`config.mk`:
```
export PLATFORM = sky130hd
export DESIGN_NAME = regfile_sb
export DESIGN_NICKNAME = d
export VERILOG_FILES = /design/src/rtl/regfile_sb.sv
export SDC_FILE = /design/constraint.sdc
export NUM_CORES = 2
export LEC_CHECK = 0
export CAP_MARGIN = 20
export CORE_ASPECT_RATIO = 1.75
export CORE_MARGIN = 5
export CORE_UTILIZATION = 42
export CTS_CLUSTER_DIAMETER = 120
export DETAILED_ROUTE_END_ITERATION = 6
export PLACE_DENSITY = 0.55
export SYNTH_ARGS = -nofsm -noshare
export SYNTH_HDL_FRONTEND = slang
export SYNTH_SLANG_ARGS = --single-unit
export TNS_END_PERCENT = 5
```
`constraint.sdc`:
```
create_clock -name clk -period 21.6 [get_ports clk]
set_input_delay 4.32 -clock clk [delete_from_list [all_inputs] [get_ports clk]]
set_output_delay 4.32 -clock clk [all_outputs]
set_load 0.005 [all_outputs]
```
`src/rtl/regfile_sb.sv`:
```
// regfile_sb: multi-port general-purpose register file with an integrated
// busy-bit scoreboard. Reads are combinational with write-back bypass. Two
// write-back ports update registers on the rising edge. Busy bits are set
// at issue and cleared at write-back so decode can spot RAW hazards.
module regfile_sb #(
  parameter int DATA_W = 32,
  parameter int ADDR_W = 5,
  parameter int NRD    = 4
) (
  input  logic                    clk,
  input  logic                    reset,
  input  logic [NRD*ADDR_W-1:0]   rd_addr,
  output logic [NRD*DATA_W-1:0]   rd_data,
  output logic [NRD-1:0]          rd_busy,
  output logic                    hazard,
  input  logic [NRD-1:0]          rd_en,
  input  logic [1:0]              wr_en,
  input  logic [2*ADDR_W-1:0]     wr_addr,
  input  logic [2*DATA_W-1:0]     wr_data,
  input  logic                    iss_en,
  input  logic [ADDR_W-1:0]       iss_addr,
  input  logic                    flush,
  output logic [ADDR_W:0]         pend_cnt
);

  localparam int DEPTH = 1 << ADDR_W;

  logic [DATA_W-1:0] regs [DEPTH];
  logic [DEPTH-1:0]  busy;
  logic [DEPTH-1:0]  busy_nxt;
  logic [DEPTH-1:0]  wb_hit;
  logic [ADDR_W:0]   busy_cnt;

  logic [ADDR_W-1:0] wa0, wa1;
  logic [DATA_W-1:0] wd0, wd1;
  logic [1:0]        wv;

  assign wa0 = wr_addr[ADDR_W-1:0];
  assign wa1 = wr_addr[2*ADDR_W-1:ADDR_W];
  assign wd0 = wr_data[DATA_W-1:0];
  assign wd1 = wr_data[2*DATA_W-1:DATA_W];

  // A write to register 0 is dropped everywhere, so it never counts as valid.
  assign wv = {wr_en[1] && (wa1 != '0), wr_en[0] && (wa0 != '0)};

  // One-hot map of registers receiving a write-back this cycle.
  always_comb begin
    wb_hit = '0;
    if (wv[0]) wb_hit[wa0] = 1'b1;
    if (wv[1]) wb_hit[wa1] = 1'b1;
  end

  // Busy next-state: flush and write-back clear, issue sets last so it wins.
  always_comb begin
    busy_nxt = busy & ~wb_hit;
    if (flush) busy_nxt = '0;
    if (iss_en && (iss_addr != '0)) busy_nxt[iss_addr] = 1'b1;
  end

  // Population count of the next busy vector, registered as pend_cnt.
  always_comb begin
    busy_cnt = '0;
    for (int r = 0; r < DEPTH; r++) begin
      busy_cnt = busy_cnt + (ADDR_W+1)'(busy_nxt[r]);
    end
  end

  // Read ports: register 0 reads zero; port 1 write data beats port 0, which
  // beats stored state. A register being written back is no longer busy.
  for (genvar k = 0; k < NRD; k++) begin : g_rd
    logic [ADDR_W-1:0] ra;
    logic              nz;
    assign ra = rd_addr[k*ADDR_W +: ADDR_W];
    assign nz = (ra != '0);
    assign rd_data[k*DATA_W +: DATA_W] =
        !nz                      ? '0  :
        (wv[1] && (wa1 == ra))   ? wd1 :
        (wv[0] && (wa0 == ra))   ? wd0 :
                                   regs[ra];
    assign rd_busy[k] = nz && busy[ra] && !wb_hit[ra];
  end

  assign hazard = |(rd_busy & rd_en);

  // Register storage; port 1 is written second so it wins an address clash.
  always_ff @(posedge clk) begin
    if (!reset) begin
      for (int r = 0; r < DEPTH; r++) regs[r] <= '0;
    end else begin
      if (wv[0]) regs[wa0] <= wd0;
      if (wv[1]) regs[wa1] <= wd1;
    end
  end

  // Scoreboard state and its registered occupancy count.
  always_ff @(posedge clk) begin
    if (!reset) begin
      busy     <= '0;
      pend_cnt <= '0;
    end else begin
      busy     <= busy_nxt;
      pend_cnt <= busy_cnt;
    end
  end

endmodule

```
==> results_dict.tcl <==
set metrics [dict create \
    finish.utilization_pct 46.9 \
    worst_pin_slew_ns 1.32 \
    rsz0062_at_grt "no" \
    ctsResizeCount 0 \
    firstDrtPassIters 7 \
    dieArea_sq_um 203000 \
    yosysUniqueCellTypes 79 \
    final-setup-viol-count 0 \
    setup_ws_ns 7.86 \
    grt_max_degree 114 \
    path_cells "clkdlybuf4s50_1 -> or2_1 -> o41ai_1 -> nor4_2 -> buf_4 -> or2_2 -> o21ai_0 -> clkdlybuf4s50_1" \
    path_class "in2out" \
    grt_pass1_vias 64663 \
    synth_common_cells "mux4_2 (1,314), edfxtp_1 (1,024), a22o_1 (994)" \
    drv_cap 0 \
    die_x_microns 343 \
    failed_checks "DRC" \
    max_slew_margin_pct 11.7 \
    rows 213 \
    io_pins 248 \
    clock_skew_ns 0.00359 \
    endpoint_kind "output pin" \
    rr_worst_depth 16 \
    slew_viol_final 0 \
    min_path_type "reg2reg" \
    fp.dieH_microns 592 \
    tns_ns 0 \
    r2r_end "pend_cnt[4]$_SDFF_PN0_" \
    dominantRegCellSynth "edfxtp_1" \
    clockBufferDepth 3 \
    place_ws_ns 7.87 \
    grtUsageTotal_pct 40.1 \
    avgSynthCellArea_sq_um 14.7 \
    fillers 16640 \
    synth_most_common_cell "mux4_2" \
    critPathArrivalTime_ns 9.42 \
    hold_violations 0 \
    fin_cells 7988 \
    port_buffers 247 \
    critPathBufInv 3 \
    synth_edf_count 1024 \
    crit_required_ns 17.28 \
    reg2reg_from "busy[15]$_SDFF_PN0_" \
    yosysTopAreaCell "edfxtp_1" \
    whs_path_depth 2 \
    drt_iter0_drc 12603 \
    post-route-min-period_ns 13.74 \
    startpoint_type "input pin" \
    antenna_found_initial 17 \
    synth_seq_cells 1062 \
    clk_pin_slew_worst_paths_ns 0.07 \
    total_power_mw 5.99 \
    drive_gt1_share_pct 35.1 \
    synth_seq_area_share_pct 38.8 \
    vias 66570 \
    routed_wl_microns 415000 \
    hold_buffers 0 \
    area_growth_pct 10.9 \
    root_buffer "clkbuf_16" \
    r2r_slack_ns 16.23 \
    ant_nets 0 \
    netlist_instances 5536 \
    p_leak_nw 29.1 \
    critPathMaxFanout 33 \
    dp_hpwl_microns 223000 \
    ir_worst_vdd_uv 76.6 \
    status "complete, but fails checks" \
    crit_path_max_incr_delay_ns 0.89 \
    ys_warn_count 0 \
    coreArea_sq_um 192000 \
    crit_slowest_cell "o41ai_1" \
    start_util_pct 42.3 \
    wl_per_cell_microns 52.0 \
    grt.overflow.total 0 \
    critical_path.top_delay_family "buffers and inverters" \
    grt_first_pass_wirelength_microns 554000 \
    synthArstFlopShare_pct 0 \
    power_density_nw_per_um2 66.4 \
    postCtsSetupBuffers 0 \
    gp_congestion 0.920 \
    via_per_inst 8.33 \
    h-tree-depth 3 \
    max_freq_ghz 0.0728 \
    clkLatencyLatePin_ns 0.75 \
    drc 2 \
    syn_area_sq_um 81300 \
    synth_top_area_share_pct 37.8 \
    clock-sinks 1062 \
    dp_cells 7766 \
    crit_top_cell "clkdlybuf4s50_1" \
    cts_buffers 107 \
    worstHoldStart "busy[6]$_SDFF_PN0_" \
    synth_area_leaders "edfxtp_1 (38%), mux4_2 (36%), a22o_1 (11%)" \
    cts_tree "done" \
    period_share_pct 63.6 \
    final_nets 5439 \
    min_to "busy[6]$_SDFF_PN0_" \
]
## flip-flops by register name, indices dropped and copies added, names as in the netlist
name and flops:
regs 1024, busy 32, pend_cnt 6
## through the flow
step / hold slack (ns) / cell area [sq um]
floorplan: 0.548 / 81400
global placement: 0.615 / 86400
detailed placement: 0.641 / 86400
CTS: 0.659 / 90100
global route: 0.704 / 90200
finish: 0.647 / 90200
## how the worst max path moves through the flow
stage                     start           end  cells after the start
global placement     wr_addr[5]   rd_data[44]                      9
finish               wr_addr[5]   rd_data[11]                      8
CTS                  wr_addr[5]   rd_data[44]                      9
global route         wr_addr[5]   rd_data[75]                      9
floorplan           rd_addr[15]  rd_data[127]                     10
detailed placement   wr_addr[5]   rd_data[44]                      9
## tightest hold or removal path: cells and delay by family (launching register included)
family           cells  cell delay, ns
AO/OA/AOI/OAI        1            0.15
flip-flops           1            0.38
AND/OR/NAND/NOR      1            0.08
## power by group
part	switching (mW)	total [mW]	leakage, nW	internal (mW)
clock	0.930	2.03	1.76	1.10
sequential	0.121	2.51	10.1	2.39
combinational	0.779	1.44	17.3	0.661
## per-layer routing
metal	GRT usage (%)	vias up	wire length [microns]
met5	0.426	-	135
met4	32.3	10	42200
met3	14.7	2066	62500
met2	59.6	7123	182000
met1	46.8	34102	128000
li1	-	23269	-
## kinds of logic after synthesis
kind of cell,count (synthesis),synth area share (%)
AO/OA/AOI/OAI,1442,14.0
XOR/XNOR,42,0.452
adder cells (fa/ha/maj),31,0.699
other,1,0.00461
buffers and inverters,912,4.50
flip-flops,1062,38.8
AND/OR/NAND/NOR,588,3.44
multiplexers,1458,38.2
## placed cells by master, fill, tap and decap left out, types with 17 or more instances in the layout
cell             synthesis  layout
nor2_1                 184     174
clkinv_1                 1      19
mux4_2                1314    1314
a21oi_1                150     150
mux2i_1                144     144
fa_1                    24      24
conb_1                   1      32
xor2_1                  17      17
a22oi_1                 25      25
xnor2_1                 25      25
nand3_1                 33      33
clkbuf_16                0     111
edfxtp_1              1024    1024
nand2_4                  0      29
dfxtp_1                 38      38
buf_4                   11     251
a22o_1                 994     994
nand2_1                209     180
o21ai_0                136     136
o22ai_1                 22      22
clkdlybuf4s50_1          0     226
and2_1                  24      24
inv_1                   30      29
a211oi_4                 0      31
## final cells by class
| class | instances | area, sq um | share of cell area (%) |
|---|---|---|---|
| antenna | 16 | 40.0 | 0.0444 |
| clock buffer | 124 | 2830 | 3.13 |
| clock inverter | 78 | 836 | 0.927 |
| inverter | 32 | 128 | 0.141 |
| multi-input combinational | 3593 | 47100 | 52.2 |
| sequential | 1062 | 31500 | 34.9 |
| tap | 2580 | 3230 | 3.58 |
| timing repair buffer | 503 | 4570 | 5.07 |
(Power assumes the default switching activity.)
